$ cat src/rtl/pixel_writer.sv
// pixel_writer: takes shaded pixels (row, col, colour) from a valid/ready
// stream and writes each one byte by byte, little-endian, into the frame
// buffer through a byte-wide Avalon-MM master. It counts completed pixels
// and pulses frame_done when the last pixel of a frame has been written.
//
// state   | meaning
// --------+-----------------------------------------------------------
// S_IDLE  | ready for a pixel, or applying a start (base/count update)
// S_WRITE | streaming the latched pixel's bytes out on m1
//
// PIXEL_BITS must be 8, 16 or 32.
module pixel_writer #(
  parameter  int TOTAL_ROWS = 192,
  parameter  int TOTAL_COLS = 256,
  parameter  int PIXEL_BITS = 16,
  localparam int RW = $clog2(TOTAL_ROWS),
  localparam int CW = $clog2(TOTAL_COLS),
  localparam int NW = $clog2(TOTAL_ROWS * TOTAL_COLS + 1)
) (
  input  logic                  clock,
  input  logic                  reset,
  input  logic                  start,
  input  logic [31:0]           pixel_buffer,
  input  logic                  in_valid,
  output logic                  in_ready,
  input  logic [RW-1:0]         in_row,
  input  logic [CW-1:0]         in_col,
  input  logic [PIXEL_BITS-1:0] in_color,
  output logic [31:0]           m1_address,
  output logic [7:0]            m1_writedata,
  output logic                  m1_write,
  input  logic                  m1_waitrequest,
  output logic                  busy,
  output logic                  frame_done,
  output logic [NW-1:0]         pixel_count
);

  localparam int BPP  = PIXEL_BITS / 8;
  localparam int NPIX = TOTAL_ROWS * TOTAL_COLS;
  localparam int BIW  = (BPP > 1) ? $clog2(BPP) : 1;

  typedef enum logic {
    S_IDLE,
    S_WRITE
  } state_t;

  state_t                  state_q, state_d;
  logic [31:0]             base_q, base_d;
  logic [31:0]             pend_base_q, pend_base_d;
  logic                    start_pend_q, start_pend_d;
  logic [31:0]             addr_q, addr_d;
  logic [PIXEL_BITS-1:0]   color_q, color_d;
  logic [BIW-1:0]          byte_idx_q, byte_idx_d;
  logic [NW-1:0]           count_q, count_d;
  logic                    frame_done_q, frame_done_d;

  logic                    in_range;
  logic [31:0]             pix_offset;
  logic [PIXEL_BITS-1:0]   color_shift;

  // Bounds check and linear byte offset of the incoming pixel; all math is
  // done in 32 bits so the address wraps modulo 2^32.
  assign in_range   = (32'(in_row) < 32'(TOTAL_ROWS)) && (32'(in_col) < 32'(TOTAL_COLS));
  assign pix_offset = (32'(in_row) * 32'(TOTAL_COLS) + 32'(in_col)) * 32'(BPP);

  // Select the current byte of the latched colour (byte 0 = least significant).
  assign color_shift = color_q >> {byte_idx_q, 3'b000};

  assign frame_done  = frame_done_q;
  assign pixel_count = count_q;

  // State and datapath registers with synchronous active-high reset.
  always_ff @(posedge clock) begin
    if (reset) begin
      state_q      <= S_IDLE;
      base_q       <= '0;
      pend_base_q  <= '0;
      start_pend_q <= 1'b0;
      addr_q       <= '0;
      color_q      <= '0;
      byte_idx_q   <= '0;
      count_q      <= '0;
      frame_done_q <= 1'b0;
    end else begin
      state_q      <= state_d;
      base_q       <= base_d;
      pend_base_q  <= pend_base_d;
      start_pend_q <= start_pend_d;
      addr_q       <= addr_d;
      color_q      <= color_d;
      byte_idx_q   <= byte_idx_d;
      count_q      <= count_d;
      frame_done_q <= frame_done_d;
    end
  end

  // Next-state and output decode.
  always_comb begin
    state_d      = state_q;
    base_d       = base_q;
    pend_base_d  = pend_base_q;
    start_pend_d = start_pend_q;
    addr_d       = addr_q;
    color_d      = color_q;
    byte_idx_d   = byte_idx_q;
    count_d      = count_q;
    frame_done_d = 1'b0;

    in_ready     = 1'b0;
    m1_write     = 1'b0;
    m1_address   = '0;
    m1_writedata = '0;
    busy         = 1'b0;

    case (state_q)
      S_IDLE: begin
        in_ready = !start && !start_pend_q;
        // A start always wins over an incoming pixel in the same cycle.
        if (start) begin
          base_d       = pixel_buffer;
          count_d      = '0;
          start_pend_d = 1'b0;
        end else if (start_pend_q) begin
          base_d       = pend_base_q;
          count_d      = '0;
          start_pend_d = 1'b0;
        end else if (in_valid && in_range) begin
          addr_d     = base_q + pix_offset;
          color_d    = in_color;
          byte_idx_d = '0;
          state_d    = S_WRITE;
        end
        // Out-of-range pixels are consumed and silently dropped.
      end

      S_WRITE: begin
        busy         = 1'b1;
        m1_write     = 1'b1;
        m1_address   = addr_q + 32'(byte_idx_q);
        m1_writedata = color_shift[7:0];

        // A start arriving mid-pixel is deferred; the transfer is never cut short.
        // The base seen at the first start is kept; repeats are ignored.
        if (start && !start_pend_q) begin
          start_pend_d = 1'b1;
          pend_base_d  = pixel_buffer;
        end

        if (!m1_waitrequest) begin
          if (byte_idx_q == BIW'(BPP - 1)) begin
            state_d = S_IDLE;
            if (count_q == NW'(NPIX - 1)) begin
              count_d      = '0;
              frame_done_d = 1'b1;
            end else begin
              count_d = count_q + 1'b1;
            end
          end else begin
            byte_idx_d = byte_idx_q + 1'b1;
          end
        end
      end

      default: state_d = S_IDLE;
    endcase
  end

endmodule

$ cat config.mk
export PLATFORM = sky130hd
export DESIGN_NAME = pixel_writer
export DESIGN_NICKNAME = d
export VERILOG_FILES = /design/src/rtl/pixel_writer.sv
export SDC_FILE = /design/constraint.sdc
export NUM_CORES = 1
export LEC_CHECK = 0
export CAP_MARGIN = 5
export CORE_UTILIZATION = 48
export DETAILED_ROUTE_END_ITERATION = 12
export PLACE_DENSITY_LB_ADDON = 0.3
export SLEW_MARGIN = 20
export SYNTH_ARGS = -nofsm -noshare
export SYNTH_HDL_FRONTEND = slang
export SYNTH_SLANG_ARGS = --single-unit
export TNS_END_PERCENT = 10
$ cat constraint.sdc
create_clock -name clock -period 3.38 [get_ports clock]
set_input_delay 1.014 -clock clock [delete_from_list [all_inputs] [get_ports clock]]
set_output_delay 1.014 -clock clock [all_outputs]
set_load 0.05 [all_outputs]
==> qor.csv, run 1 <==
stage,metric,value,unit
cells_and_area,antennaDiodeCount,0,
global_routing,first_global_vias,6048,
worst_setup_path,arrival,2310,ps
floorplan,die_area,15400,µm²
logic_synthesis,synth_cells,901,
floorplan,fp-row-count,44,
timing,hold_viol_final,0,
cells_and_area,fin_util,0.6739,
logic_synthesis,ys.flop_type,dfxtp_1,
clock_tree,hold_buffers,0,
worst_setup_path,cp_cell_sequence,and4_4 > and4_4 > buf_4 > nand3_4 > nor3_2 > buf_4 > nand3_1 > mux2i_2 > buf_12,
worst_setup_path,crit_path_top_delay_cell,dfxtp_4,
clock_tree,root_buffer,clkbuf_16,
cells_and_area,finalNonFillerCells,1228,
place,place_inst,1190,
timing,finalSetupTns,0,ps
global_routing,grt_first_pass_wirelength,28.28,mm
place,numPortBuffers,128,
timing,fmax,0.3008,GHz
status,status,"finished, final reports clean",
global_routing,grt_util_all_layers,0.2328,
cells_and_area,fin_area,9794,µm²
logic_synthesis,ys_seq_area_frac,0.3692,
logic_synthesis,yosys_warnings,0,
power_and_ir_drop,p_comb_frac,0.167,
timing,fin_crit_sh,0.9834,
timing,grt_setup_unrepaired,true,
place,hpwl,12.45,mm
routing,vias,6840,
power_and_ir_drop,switchingPower,0.001093,W
global_routing,antenna_found_initial,0,
routing,drtAntennaViolNets,0,
timing,fin_skew,7.659,ps
timing,final_max_slew_viol_count,0,
min_path,hold_path.class,flop to flop,
clock_tree,numCtsBuffers,17,
place,gp_congestion,0.8729,
global_routing,grt_max_degree,66,
power_and_ir_drop,p_leak,3.533,nW
worst_setup_path,path_max_fanout,6,
clock_tree,clock_path_buffers,2,
logic_synthesis,synth_edf_count,0,
cells_and_area,areaGrowthSynthToFinish,36.85,%
global_routing,overflow,0,
timing,finalSetupViolations,0,
clock_tree,cts_tree,built,
cells_and_area,fillers,1185,
job,cap_violations,0,
power_and_ir_drop,p_int,0.003140,W
floorplan,coreArea,14530,µm²
logic_synthesis,synthDistinctLibCells,57,
logic_synthesis,avgSynthCellArea,7.943,µm²
power_and_ir_drop,power.share.sequential,0.406,
floorplan,die_w,124.1,µm
cells_and_area,mostFrequentLayoutCells,"nand2_1 (162), dfxtp_1 (123), a21oi_1 (86), clkdlybuf4s50_1 (85), nor2_1 (84)",
worst_setup_path,crit_type,flop to output port,
clock_tree,cts_sinks,132,
timing,worstMarginPinSlew,638.3,ps
routing,firstDrtPassIters,5,
routing,routedWlPerCell,14.47,µm
cells_and_area,layout_commonest_cell,nand2_1,
floorplan,start_util,0.4924,
cells_and_area,finalNetCount,1122,
logic_synthesis,synthesis.nets,990,
timing,fin_hold_ws,450.6,ps
timing,final.min_clock_period,3324,ps
worst_setup_path,endpoint_kind,output port,
clock_tree,htreeDepth,4,
worst_setup_path,slowest_delay,360,ps
logic_synthesis,async_reset_ff_frac,0,
routing,via_per_inst,5.570,
timing,relSlewSlack,0.5745,
logic_synthesis,synth_seq_cells,132,
routing,drtIter0Drc,437,
power_and_ir_drop,ir_drop,0.4103,mV
routing,wl,17.77,mm
logic_synthesis,syn_area,7157,µm²
power_and_ir_drop,p_clk_frac,0.427,
place,placed_area,9037,µm²
cells_and_area,drive_above_1_share,0.1513,
floorplan,fp.dieH,124.1,µm
routing,drc,0,
power_and_ir_drop,swShare,0.2582,
power_and_ir_drop,power.density,432.3,nW/µm²
clock_tree,clk_pin_slew,50,ps
worst_setup_path,critPathLaunchType,flop,
clock_tree,clk_latency,420,ps
floorplan,io_pins,129,
worst_setup_path,crit_required,2370,ps
## synth_stat cells, types with 11 or more instances
library cell  count  area (µm²)
a31oi_1          12       75.07
clkbuf_1         44       165.2
nand2_1         163       611.8
nor3_1           11       55.05
a21oi_1          88       440.4
o21ai_0          32       160.2
ha_1             19       237.7
mux2i_1          47       470.5
or3_1            18       112.6
nand3_1          33       165.2
xor2_1           20       175.2
nor2_1           87       326.6
dfxtp_1         132        2643
xnor2_1          14       122.6
a211oi_1         34       255.2
nand4_1          17       106.4
o31ai_1          14       105.1
## logic make-up after synthesis
family                   Yosys count  share of synthesized area
flip-flops                       132                     0.3692
buffers and inverters             72                    0.05105
adder cells (fa/ha/maj)           20                    0.03601
AND/OR/NAND/NOR                  383                     0.2458
AO/OA/AOI/OAI                    213                     0.1906
multiplexers                      47                    0.06573
XOR/XNOR                          34                    0.04161
## final timing paths
check	slack, ps	depth (start not counted)	to	start
worst max-delay path	60	9	m1_address[30]	addr_q[6]
worst min-delay path	450	2	pend_base_q[9]	pend_base_q[9]
worst max register to register	820	10	addr_q[31]	base_q[1]
worst min register to register	450	2	pend_base_q[9]	pend_base_q[9]
## per-stage QoR
stage / total power, W / worst slack [ps]
6_report: 0.004234 / 56.03
2_1_floorplan: 0.002198 / -150.8
3_5_place_dp: 0.002443 / -327.5
5_1_grt: 0.004420 / -35.86
3_3_place_gp: 0.002430 / -260.6
4_1_cts: 0.004253 / 23.69
## state kept, by name (all words and copies together) (netlist names)
register and cells:
byte_idx_q 1, frame_done 1, start_pend_q 1, color_q 16, addr_q 32, pend_base_q 32
base_q 32, pixel_count 16, state_q 1
## final cells by class
| type | count | area [µm²] | share of cell area |
|---|---|---|---|
| inverters | 11 | 41.29 | 0.004216 |
| flip-flops and latches | 132 | 2656 | 0.2712 |
| clock inverters | 4 | 70.07 | 0.007154 |
| repair buffers | 174 | 2017 | 0.2059 |
| well taps | 184 | 230.2 | 0.02351 |
| clock buffers | 26 | 509.2 | 0.05199 |
| multi-input cells | 697 | 4270 | 0.4360 |
## per-layer routing
metal	vias to the layer above	GRT usage	wire, µm
met2	198	0.3764	8250
met4	0	0.07515	184
met5	-	0	0
met1	3160	0.3081	8373
li1	3465	-	-
met3	17	0.04899	963
## power by group through the flow
| stage | clock network, W | logic [W] | registers, W |
|---|---|---|---|
| after global placement | 0 | 0.000687 | 0.00174 |
| after global routing | 0.00191 | 0.000779 | 0.00173 |
| after CTS | 0.00183 | 0.000702 | 0.00172 |
| after detailed placement | 0 | 0.000697 | 0.00175 |
| after floorplan | 0 | 0.000468 | 0.00173 |
| final | 0.00181 | 0.000706 | 0.00172 |
## what timing repair did
action / 4_1_cts / 5_1_grt
resized for setup: 22 / 14
setup buffers: 2 / 6
pin swaps: 5 / 8
setup endpoints to repair: 14 / 14
## worst max-delay path: cells and delay by family (launching register included)
kind / cells / cell delay, ps
buffers and inverters: 3 / 470
AND/OR/NAND/NOR: 5 / 790
flip-flops: 1 / 360
multiplexers: 1 / 270
Power figures use the tool's default switching activity.
==> run 2, diff against run 1 <==
ABC_AREA = 1   (was unset)
CORE_UTILIZATION = 49   (was 48)
==> run 2 against run 1 <==
  * Synthesized cell count rose by 40%
  * Fmax rose by 0.47%
  * Highest routed layer unchanged
  * Critical path type unchanged
  * Utilization fell by 1.5 points
  * Non-clock buffer count fell by 35
  * Sequential share of layout area fell by 1.9 points
  * Synthesized area rose by 12%
  * Worst hold slack got worse by 1.3 ps
  * Design area rose by 7.2%
==> qor.csv, run 2 <==
stage,metric,value,unit
timing,grt_setup_unrepaired,true,
power_and_ir_drop,power.density,420.9,nW/µm²
routing,vias,8148,
min_path,hold_path.class,flop to flop,
worst_setup_path,slowest_delay,370,ps
worst_setup_path,r2r_start,state_q,
worst_setup_path,rr_worst_depth,8,
worst_setup_path,crit_type,flop to output port,
power_and_ir_drop,ir_drop,0.3299,mV
clock_tree,clk_latency,420,ps
timing,fin_crit_sh,0.9788,
floorplan,fp-row-count,46,
global_routing,grt_first_pass_wirelength,35.10,mm
clock_tree,numCtsBuffers,17,
worst_setup_path,path_max_fanout,5,
timing,relSlewSlack,0.6005,
cells_and_area,areaGrowthSynthToFinish,30.94,%
logic_synthesis,synth_seq_cells,132,
clock_tree,htreeDepth,4,
cells_and_area,antennaDiodeCount,0,
timing,final_max_slew_viol_count,0,
floorplan,start_util,0.5030,
global_routing,overflow,0,
global_routing,grt-busiest-layer,met2,
floorplan,fp.dieH,129.9,µm
timing,hold_viol_final,0,
logic_synthesis,synth.most_common_cell,nand2_1,
routing,drtAntennaViolNets,0,
power_and_ir_drop,power.share.sequential,0.393,
floorplan,io_pins,129,
global_routing,grt_use_met3,0.04100,
floorplan,die_area,16880,µm²
clock_tree,cts_sinks,132,
logic_synthesis,yosys.area.top_type,dfxtp_1,
worst_setup_path,setup.worst_path.end,m1_address[24],
cells_and_area,layout_commonest_cell,nand2_1,
power_and_ir_drop,p_leak,4.441,nW
timing,worstMarginPinSlew,599.2,ps
place,dp_slack,189.0,ps
global_routing,met1_usage,0.3624,
min_path,min_path_cells,2,
place,hpwl,16.03,mm
cells_and_area,drive_above_1_share,0.1114,
timing,final.min_clock_period,3308,ps
global_routing,grt_max_degree,71,
worst_setup_path,crit_path_top_delay_cell,dfxtp_4,
routing,routedWlPerCell,13.29,µm
logic_synthesis,yosys_warnings,0,
timing,fin_skew,8.580,ps
power_and_ir_drop,p_int,0.003163,W
routing,drtIter0Drc,472,
cells_and_area,mostFrequentLayoutCells,"nand2_1 (251), inv_1 (177), nor2_1 (150), a21oi_1 (146), dfxtp_1 (130)",
logic_synthesis,synthDistinctLibCells,45,
global_routing,first_global_vias,7234,
timing,final.setup.worst_slack,71.68,ps
logic_synthesis,synth_edf_count,0,
clock_tree,hold_buffers,0,
floorplan,coreArea,15940,µm²
logic_synthesis,synth.top_cell.area_share,0.3295,
worst_setup_path,cp_cell_sequence,ha_4 > ha_4 > nand3_4 > nor2_4 > nand2_2 > nor3_4 > nand3_2 > o21ai_2 > a21oi_4 > buf_12,
worst_setup_path,timing.critical_path.mode_cell,ha_4,
status,status,"finished, final reports clean",
place,gp_congestion,0.8953,
routing,firstDrtPassIters,5,
power_and_ir_drop,swShare,0.2842,
routing,via_per_inst,5.096,
cells_and_area,fillers,1445,
logic_synthesis,netlist_top_cells_count,"nand2_1 (253), inv_1 (178), nor2_1 (156)",
logic_synthesis,avgSynthCellArea,6.349,µm²
routing,drc,0,
job,cap_violations,0,
power_and_ir_drop,p_comb_frac,0.174,
logic_synthesis,synthTopCellsByArea,"dfxtp_1 (33%), nand2_1 (12%), a21oi_1 (9.2%)",
worst_setup_path,endpoint_kind,output port,
logic_synthesis,async_reset_ff_frac,0,
global_routing,grt_util_all_layers,0.2639,
global_routing,antenna_found_initial,0,
clock_tree,clock_path_buffers,2,
clock_tree,root_buffer,clkbuf_16,
logic_synthesis,synth_cells,1263,
logic_synthesis,syn_area,8019,µm²
worst_setup_path,arrival,2290,ps
worst_setup_path,ff2ff_setup_slack,1140,ps
logic_synthesis,ys.flop_type,dfxtp_1,
timing,finalSetupViolations,0,
routing,wl,21.25,mm
worst_setup_path,crit_start,byte_idx_q,
timing,fmax,0.3023,GHz
logic_synthesis,synthesis.nets,1352,
worst_setup_path,regToRegEndpoint,addr_q[26],
power_and_ir_drop,p_clk_frac,0.433,
global_routing,met2_usage,0.4206,
cells_and_area,finalNetCount,1459,
cells_and_area,top_regs,"addr_q (32), base_q (32), pend_base_q (32)",
clock_tree,cts_tree,built,
power_and_ir_drop,switchingPower,0.001256,W
worst_setup_path,critPathLaunchType,flop,
clock_tree,clk_pin_slew,60,ps
worst_setup_path,crit_required,2370,ps
cells_and_area,fin_util,0.6586,
floorplan,die_w,129.9,µm
logic_synthesis,ys_seq_area_frac,0.3295,
place,numPortBuffers,128,
==> run 2: layout make-up <==
| type | instances | area [µm²] | share of cell area |
|---|---|---|---|
| clock buffer | 20 | 466.7 | 0.04445 |
| clock inverter | 12 | 151.4 | 0.01442 |
| inverter | 186 | 698.2 | 0.06649 |
| multi-input combinational | 894 | 4559 | 0.4342 |
| sequential | 132 | 2648 | 0.2521 |
| tap | 216 | 270.3 | 0.02574 |
| timing repair buffer | 139 | 1707 | 0.1625 |
==> run 2: through the flow <==
step	power [W]	hold WS [ps]	instance area [µm²]	setup TNS [ps]	cells
3_5_place_dp	0.002522	442.1	9773	0	1566
6_report	0.004420	449.4	10500	0	1599
4_1_cts	0.004438	451.1	10430	0	1598
2_1_floorplan	0.002251	430.3	8019	0	1263
5_1_grt	0.004612	470.9	10500	-18.17	1599
3_3_place_gp	0.002511	437.0	9773	0	1566
==> run 2: power by group through the flow <==
stage	Combinational, W	Clock [W]	Sequential, W
4_1_cts	0.000762	0.00194	0.00174
3_3_place_gp	0.000745	0	0.00177
5_1_grt	0.000859	0.00200	0.00175
3_5_place_dp	0.000753	0	0.00177
6_report	0.000769	0.00191	0.00174
2_1_floorplan	0.000503	0	0.00175
==> run 2: worst min-delay path by stage <==
stage                               start         endpoint
after CTS                  pend_base_q[8]   pend_base_q[8]
final                     pend_base_q[19]  pend_base_q[19]
after global routing      pend_base_q[11]  pend_base_q[11]
after global placement    pend_base_q[19]  pend_base_q[19]
after floorplan           pend_base_q[10]  pend_base_q[10]
after detailed placement   pend_base_q[8]   pend_base_q[8]
==> run 2: cell families (layout without fill, tap and decap cells) <==
logic type,Yosys count,count (layout),synth area share
buf+inv,237,357,0.1148
simple gates,573,573,0.3163
flops,132,132,0.3295
xor+xnor,30,30,0.03277
fa+ha+maj,20,20,0.03214
compound gates,271,271,0.1744
==> run 2: critical path, delay by kind of cell, from the launching register on <==
family                   cells  cell delay, ps
buffers and inverters        1             150
AND/OR/NAND/NOR              5             760
AO/OA/AOI/OAI                2             250
flip-flops                   1             370
adder cells (fa/ha/maj)      2             320
==> run 2: per-layer routing <==
layer	routed length, µm	up-vias
met2	9711	240
met3	1110	36
li1	-	4271
met1	10050	3601
met5	0	-
met4	380	0
==> run 2: repair_timing <==
item                                    4_1_cts  5_1_grt
hold endpoints to repair                      0        0
endpoints found under the setup margin        9        8
resized for setup                            10       14
pin swaps                                     2        5
buffers inserted                              0        1
==> run 3, diff against run 2 <==
RECOVER_POWER = 100   (was unset)
==> run 3 against run 2 <==
  * The run now ends with capacitance limit, slew limit left
  * Final cell count unchanged
  * Register-to-register slack got worse by 440 ps
  * Utilization decreased by 0.65 points
  * Clock power about the same
  * First-iteration DRC count decreased by 6.6%
  * Worst hold slack improved by 0.83 ps
  * Setup slack improved by 5.6 ps
  * Routed wire length decreased by 0.13%
  * Sequential share of layout area increased by 0.25 points
  * Critical path type unchanged
  * Largest power group unchanged
==> qor.csv, run 3 (same netlist as run 2, synthesis figures left out) <==
stage,metric,value,unit
routing,firstDrtPassIters,7,
worst_setup_path,slowest_delay,370,ps
timing,fmax,0.3028,GHz
floorplan,fp.dieH,129.9,µm
clock_tree,cts_tree,built,
cells_and_area,mostFrequentLayoutCells,"nand2_1 (252), inv_1 (179), nor2_1 (151), a21oi_1 (147), dfxtp_1 (130)",
clock_tree,htreeDepth,4,
status,violations,"capacitance limit, slew limit",
global_routing,overflow,0,
timing,finalSetupViolations,0,
floorplan,start_util,0.5030,
place,hpwl,16.03,mm
place,gp_congestion,0.8953,
global_routing,first_global_vias,7234,
routing,route.met2.wl,9.705,mm
worst_setup_path,critPathLaunchType,flop,
status,status,"complete, but fails checks",
worst_setup_path,crit_type,flop to output port,
global_routing,grt_util_all_layers,0.2639,
routing,drtIter0Drc,441,
power_and_ir_drop,power.density,423.7,nW/µm²
worst_setup_path,critPathTopFamily,simple AND/OR/NAND/NOR gates,
routing,top_layer,met4,
worst_setup_path,rr_worst_depth,8,
global_routing,grt_max_degree,71,
clock_tree,clk_pin_slew,60,ps
cells_and_area,drive_above_1_share,0.1020,
timing,worstMarginPinSlew,1546,ps
timing,fin_hold_ws,450.2,ps
cells_and_area,multiInputGateArea,4532,µm²
floorplan,die_w,129.9,µm
worst_setup_path,ff2ff_setup_slack,700,ps
cells_and_area,finalNetCount,1459,
timing,grt_setup_unrepaired,true,
cells_and_area,fillers,1465,
timing,fin_skew,8.230,ps
clock_tree,root_buffer,clkbuf_16,
routing,vias,8158,
floorplan,fp-row-count,46,
job,cap_violations,1,
cells_and_area,seq_area,2648,µm²
cells_and_area,areaGrowthSynthToFinish,29.65,%
clock_tree,clk_latency,420,ps
worst_setup_path,r2r_start,state_q,
power_and_ir_drop,ir_drop,0.3311,mV
timing,finalSetupTns,0,ps
cells_and_area,antennaDiodeCount,0,
routing,via_per_inst,5.102,
floorplan,io_pins,129,
power_and_ir_drop,p_leak,4.460,nW
worst_setup_path,crit_required,2370,ps
timing,hold_viol_final,0,
min_path,holdPathEnd,pend_base_q[26],
global_routing,antenna_found_initial,0,
timing,fin_crit_sh,0.9771,
worst_setup_path,crit_path_top_delay_cell,dfxtp_4,
routing,wl,21.22,mm
clock_tree,cts_sinks,132,
worst_setup_path,endpoint_kind,output port,
place,numPortBuffers,128,
routing,routedWlPerCell,13.27,µm
routing,drtAntennaViolNets,0,
worst_setup_path,timing.critical_path.mode_cell,ha_4,
timing,final_max_slew_viol_count,34,
routing,drc,0,
routing,route.met3.wl,1.136,mm
clock_tree,numCtsBuffers,17,
timing,final.min_clock_period,3303,ps
min_path,hold_start,pend_base_q[26],
worst_setup_path,regToRegEndpoint,addr_q[28],
floorplan,die_area,16880,µm²
worst_setup_path,path_max_fanout,5,
global_routing,grt_first_pass_wirelength,35.10,mm
timing,relSlewSlack,-0.03049,
floorplan,coreArea,15940,µm²
routing,met1Wirelength,10.03,mm
worst_setup_path,worst-path-buf-inv,1,
min_path,hold_path.class,flop to flop,
cells_and_area,layout_commonest_cell,nand2_1,
cells_and_area,top_regs,"addr_q (32), base_q (32), pend_base_q (32)",
min_path,min_path_cells,2,
clock_tree,clock_path_buffers,2,
worst_setup_path,cp_cell_sequence,ha_4 > ha_4 > nand3_4 > nor2_4 > nand2_2 > nor3_4 > nand3_2 > o21ai_2 > a21oi_4 > buf_12,
worst_setup_path,arrival,2290,ps
run 3: cell count changes in the layout (fill, tap and decap cells not counted), sizes merged:
cell,change
clkdlybuf4s50,-19
dlygate4sd3,+19
buf,-14
clkbuf,+14
run 3: through the flow:
step	worst slack [ps]	cell area, µm²	utilization	total power (W)	instances
final	77.29	10400	0.6521	0.004405	1599
after detailed placement	189.0	9773	0.6130	0.002522	1566
after CTS	24.32	10430	0.6544	0.004438	1598
after global placement	304.7	9773	0.6130	0.002511	1566
after global routing	-12.11	10400	0.6521	0.004597	1599
after floorplan	38.76	8019	-	0.002251	1263
run 3: area by class of cell:
type / instances / area share
Timing Repair Buffer: 139 / 0.1568
Clock buffer: 20 / 0.04489
Inverter: 186 / 0.06716
Tap cell: 216 / 0.02600
Sequential cell: 132 / 0.2547
Multi-Input combinational cell: 894 / 0.4359
Clock inverter: 12 / 0.01456
run 3: worst max-delay path by stage:
| stage | slack, ps | start | cells past startpoint | end |
|---|---|---|---|---|
| after global routing | -10 | byte_idx_q | 10 | m1_address[24] |
| after floorplan | 40 | byte_idx_q | 6 | m1_address[8] |
| after detailed placement | 190 | byte_idx_q | 9 | m1_address[24] |
| after CTS | 20 | addr_q[0] | 10 | m1_address[30] |
| final | 80 | byte_idx_q | 10 | m1_address[24] |
| after global placement | 300 | byte_idx_q | 9 | m1_address[24] |
run 3: worst min-delay path: stages, from the launching register on:
cell	delay, ps
dfxtp_1	290
inv_1	60
a21oi_1	50
run 3: layer usage:
layer / up-vias / global-route usage
met1: 3630 / 0.3624
met4: 0 / 0.09234
li1: 4269 / -
met2: 228 / 0.4206
met3: 31 / 0.04100
met5: - / 0
run 3: power breakdown:
part,switching [W],total [W],internal [W]
clock network,0.000695,0.00191,0.00122
logic,0.000471,0.000755,0.000283
registers,0.0000839,0.00174,0.00165
total,0.00125,0.00440,0.00315
run 3: repair_timing:
item,in CTS,in global routing
resized for setup,10,14
setup buffers,0,1
hold buffers,0,0
endpoints found under the setup margin,9,8
pin swaps,2,5
